## src/rtl/opsum_pack_fifo.sv

```systemverilog
// opsum_pack_fifo: psum FIFO returning one element or PACK elements packed per pop
module opsum_pack_fifo #(
  parameter int WIDTH = 16,
  parameter int DEPTH = 8,
  parameter int PACK  = 2,
  localparam int CW   = $clog2(DEPTH + 1)
) (
  input  logic                    clk,
  input  logic                    rst,
  input  logic                    flush,
  input  logic                    push_en,
  input  logic [WIDTH-1:0]        push_data,
  output logic                    full,
  input  logic                    pop_en,
  input  logic                    pop_mod,
  output logic [WIDTH*PACK-1:0]   pop_data,
  output logic                    pop_valid,
  output logic                    empty,
  output logic [CW-1:0]           count,
  output logic                    ovf,
  output logic                    udf
);
  localparam int AW = $clog2(DEPTH);
  logic [WIDTH-1:0]      mem [DEPTH];
  logic [AW-1:0]         wr_ptr, rd_ptr;
  logic                  push_acc, pop_ok, pop_acc;
  logic [CW-1:0]         pop_n;
  logic [WIDTH*PACK-1:0] packed_data, single_data;
  assign full        = count == CW'(DEPTH);
  assign empty       = count == '0;
  assign push_acc    = push_en && !full;
  assign pop_ok      = pop_mod ? count >= CW'(PACK) : count != '0;
  assign pop_acc     = pop_en && pop_ok;
  assign pop_n       = pop_acc ? (pop_mod ? CW'(PACK) : CW'(1)) : '0;
  assign single_data = {{(WIDTH*(PACK-1)){1'b0}}, mem[rd_ptr]};
  // pointer arithmetic wraps at AW bits, so packed slices straddle the end of storage naturally
  always_comb begin
    packed_data = '0;
    for (int k = 0; k < PACK; k++) packed_data[k*WIDTH +: WIDTH] = mem[rd_ptr + AW'(k)];
  end
  always_ff @(posedge clk) begin
    if (push_acc && !flush) mem[wr_ptr] <= push_data;
  end
  always_ff @(posedge clk or posedge rst) begin
    if (rst) begin
      wr_ptr    <= '0;
      rd_ptr    <= '0;
      count     <= '0;
      pop_data  <= '0;
      pop_valid <= 1'b0;
      ovf       <= 1'b0;
      udf       <= 1'b0;
    end else if (flush) begin
      wr_ptr    <= '0;
      rd_ptr    <= '0;
      count     <= '0;
      pop_valid <= 1'b0;
      ovf       <= 1'b0;
      udf       <= 1'b0;
    end else begin
      if (push_acc) wr_ptr <= wr_ptr + AW'(1);
      if (pop_acc) begin
        rd_ptr   <= rd_ptr + (pop_mod ? AW'(PACK) : AW'(1));
        pop_data <= pop_mod ? packed_data : single_data;
      end
      count     <= count + CW'(push_acc) - pop_n;
      pop_valid <= pop_acc;
      ovf       <= ovf | (push_en & full);
      udf       <= udf | (pop_en & !pop_ok);
    end
  end
endmodule

```

## config.mk

```make
export PLATFORM = sky130hd
export DESIGN_NAME = opsum_pack_fifo
export DESIGN_NICKNAME = d
export VERILOG_FILES = /design/src/rtl/opsum_pack_fifo.sv
export SDC_FILE = /design/constraint.sdc
export NUM_CORES = 1
export LEC_CHECK = 0
export CAP_MARGIN = 0
export CELL_PAD_IN_SITES_DETAIL_PLACEMENT = 1
export CELL_PAD_IN_SITES_GLOBAL_PLACEMENT = 1
export CORE_MARGIN = 2
export CORE_UTILIZATION = 46
export CTS_CLUSTER_DIAMETER = 40
export DETAILED_ROUTE_END_ITERATION = 6
export PLACE_DENSITY_LB_ADDON = 0.1
export SYNTH_ARGS = -nofsm -noshare
export SYNTH_HDL_FRONTEND = slang
export SYNTH_SLANG_ARGS = --single-unit
```

## constraint.sdc

```tcl
create_clock -name clk -period 5.2 [get_ports clk]
set_input_delay 0.78 -clock clk [delete_from_list [all_inputs] [get_ports clk]]
set_output_delay 0.78 -clock clk [all_outputs]
set_load 0.005 [all_outputs]
```

==> metrics.yaml <==
worst_setup_path:
  critPathRequiredTime_ns: 4.42
  endpoint_kind: "output port"
  crit_start: "count[2]"
  r2r-end: "pop_data[19]"
  crit_type: "flop to output port"
  startpoint_type: "flop"
  crit_arrival_ns: 2.19
  crit_fanout: 5
  crit_end: "full"
  r2r_start: "rd_ptr[1]"
  r2r_cells: 5
  reg2reg_slack_ns: 2.52
layout:
  mostFrequentLayoutCell: "edfxtp_1"
  layout.nets: 589
  final_util_pct: 54.67
  fin_area_um2: 9324
  final_cell_mix: "edfxtp_1 (128), mux2_2 (64), clkdlybuf4s50_1 (62), dfrtp_1 (44), nand2_1 (35)"
  drive_gt1_share_pct: 27.82
  n_antenna_cell: 0
  area_growth_pct: 17.58
min_path:
  hold_class: "flop to flop"
cts:
  cts_sinks: 173
  numCtsBuffers: 17
  cts_tree: "done"
  clk_latency_ns: 0.43
  htree_levels: 4
  cts_resized: 0
  clk_pin_slew_ns: 0.06
  cts_hold_buf: 0
  clockRootBuffer: "clkbuf_16"
  post_cts_buffers: 0
  cts_max_path_buffers: 2
timing:
  worst_pin_slew_ns: 1.216
  drv_slew: 0
  fmax_mhz: 336.4
  rsz0062_at_grt: "false"
  hold_viol: 0
  setup_viol: 0
  maxSlewHeadroom_pct: 18.95
  fin_skew_ns: 0.005446
  period_share_pct: 57.16
  layout_min_cycle_time_ns: 2.972
  fin_setup_tns_ns: 0
power_and_ir_drop:
  peakVddDrop_uv: 254.1
  intPower_uw: 3194
  powerDensity_nw_per_um2: 477.5
  power_leakage_uw: 0.003240
  netSwitchingFraction_pct: 28.27
  combinationalPowerShare_pct: 31.4
  power_uw: 4453
  power.switching_uw: 1259
  clkPwrFrac_pct: 28.9
  pwr-share-seq_pct: 39.7
synth:
  yosys_warnings: 0
  async_flop_share_pct: 26.01
  avgSynthCellArea_um2: 16.22
  synth-main-ff-cell: "edfxtp_1"
  yosysTopAreaCell: "edfxtp_1"
  synth_edf_count: 128
  yosys.area.top_type_share_pct: 48.47
  synthCells: 489
  syn-num-nets: 523
  yosysUniqueCellTypes: 39
  ys_seq_area_share_pct: 62.67
  synthTopCellsByArea: "edfxtp_1 (48%), dfrtp_1 (14%), mux2_2 (9.1%)"
  netlist_area_um2: 7930
  synth-seq-cells: 173
floorplanning:
  die-area_um2: 18310
  boundaryPins: 63
  die_y_um: 135.3
  std_cell_rows: 48
  initial_core_util_pct: 46.49
  coreArea_um2: 17060
  dieWidth_um: 135.3
global_route:
  grt.total_usage_pct: 22.33
  antenna_found_initial: 0
  grt.overflow.total: 0
  grt_pass1_vias: 4876
  grt_max_degree: 50
  grt_pass1_wl_um: 29230
placed_design:
  dp_hpwl_um: 11100
  placed_area_um2: 8727
  gp_congestion: 0.7393
  port_buffers: 62
job:
  max_cap_violations: 0
routing:
  drt_wl_total_um: 19140
  wire_per_inst_um: 24.13
  drc: 0
  firstDrtPassIters: 4
  viasPerCell: 5.706
  via_count: 4525
  detail-route-antenna-nets: 0
  drtIter0Drc: 353
outcome:
  status: "complete, no violations"
metrics by stage:
stage / hold WS [ns] / setup slack (ns) / cells
4_1_cts: 0.4852 / 2.197 / 793
6_report: 0.4809 / 2.228 / 793
2_1_floorplan: 0.4726 / 2.367 / 489
5_1_grt: 0.5170 / 2.107 / 793
3_3_place_gp: 0.4652 / 2.079 / 761
3_5_place_dp: 0.4714 / 2.006 / 761
worst max-delay path, stage by stage, from the launching register on:
cell and delay [ns]:
dfrtp_1 0.38, inv_1 0.11, ha_1 0.15, or3b_2 0.52
inv_1 0.11, clkdlybuf4s50_1 0.50
power by group through the flow:
| stage | Clock [uW] | Sequential, uW | Combinational, uW |
|---|---|---|---|
| global route | 1360 | 1790 | 1530 |
| finish | 1290 | 1770 | 1400 |
| floorplan | 0 | 1780 | 907 |
| CTS | 1310 | 1770 | 1420 |
| global placement | 0 | 1780 | 1380 |
| detailed placement | 0 | 1790 | 1420 |
area by class of cell:
class / count / area, um^2
fill: 1602 / 7732
sequential: 173 / 4971
multi-input combinational: 277 / 2708
timing repair buffer: 77 / 733.2
clock buffer: 25 / 485.5
tap: 225 / 281.5
clock inverter: 7 / 111.4
inverter: 9 / 33.78
per-layer routing:
layer  vias up  routed length [um]  GRT usage, %
li1       2030                   -             -
met1      2363                8317         29.30
met2       107                9738         37.31
met3        25                 688         4.040
met4         0                 393         8.565
met5         -                   0             0
Yosys cell counts (2+ instances only):
library cell	count
edfxtp_1	128
mux2_2	64
dfrtp_1	45
nand2_1	35
mux4_2	31
o22ai_1	28
mux2i_1	18
nor2_1	18
o21ai_1	13
buf_2	10
ha_1	10
o31ai_1	10
inv_1	9
buf_4	7
buf_6	6
o31ai_2	6
a21oi_1	4
clkbuf_1	4
o21ai_0	4
o22ai_2	4
xor2_1	4
nand2b_1	3
nand3_1	3
nor2b_1	3
buf_12	2
fa_1	2
nand2_2	2
nand2b_2	2
nand4_1	2
nor3_1	2
xnor2_1	2
logic make-up after synthesis:
kind of cell / share of synthesized area [%]
muxes: 20.50
xor gates and xnor gates: 0.8678
buffers and inverters: 3.455
AOI/OAI and AO/OA: 6.406
and+or+nand+nor: 4.023
DFF: 62.67
adders and majority gates: 2.083
how the worst min path moves through the flow:
| stage | to | startpoint | slack [ns] | cells past startpoint |
|---|---|---|---|---|
| after detailed placement | pop_data[14] | pop_data[14] | 0.47 | 2 |
| after global routing | pop_data[11] | pop_data[11] | 0.52 | 2 |
| after floorplan | pop_data[16] | pop_data[16] | 0.47 | 2 |
| after global placement | pop_data[27] | pop_data[27] | 0.47 | 2 |
| after CTS | pop_data[14] | pop_data[14] | 0.49 | 2 |
| final | pop_data[14] | pop_data[14] | 0.48 | 2 |
sequential cells by signal (all words and copies together) (netlist names):
name / cells
pop_data: 32
count: 4
rd_ptr: 3
ovf: 1
udf: 1
wr_ptr: 3
pop_valid: 1
mem: 128
No activity file was read; power rests on OpenSTA's default activity.
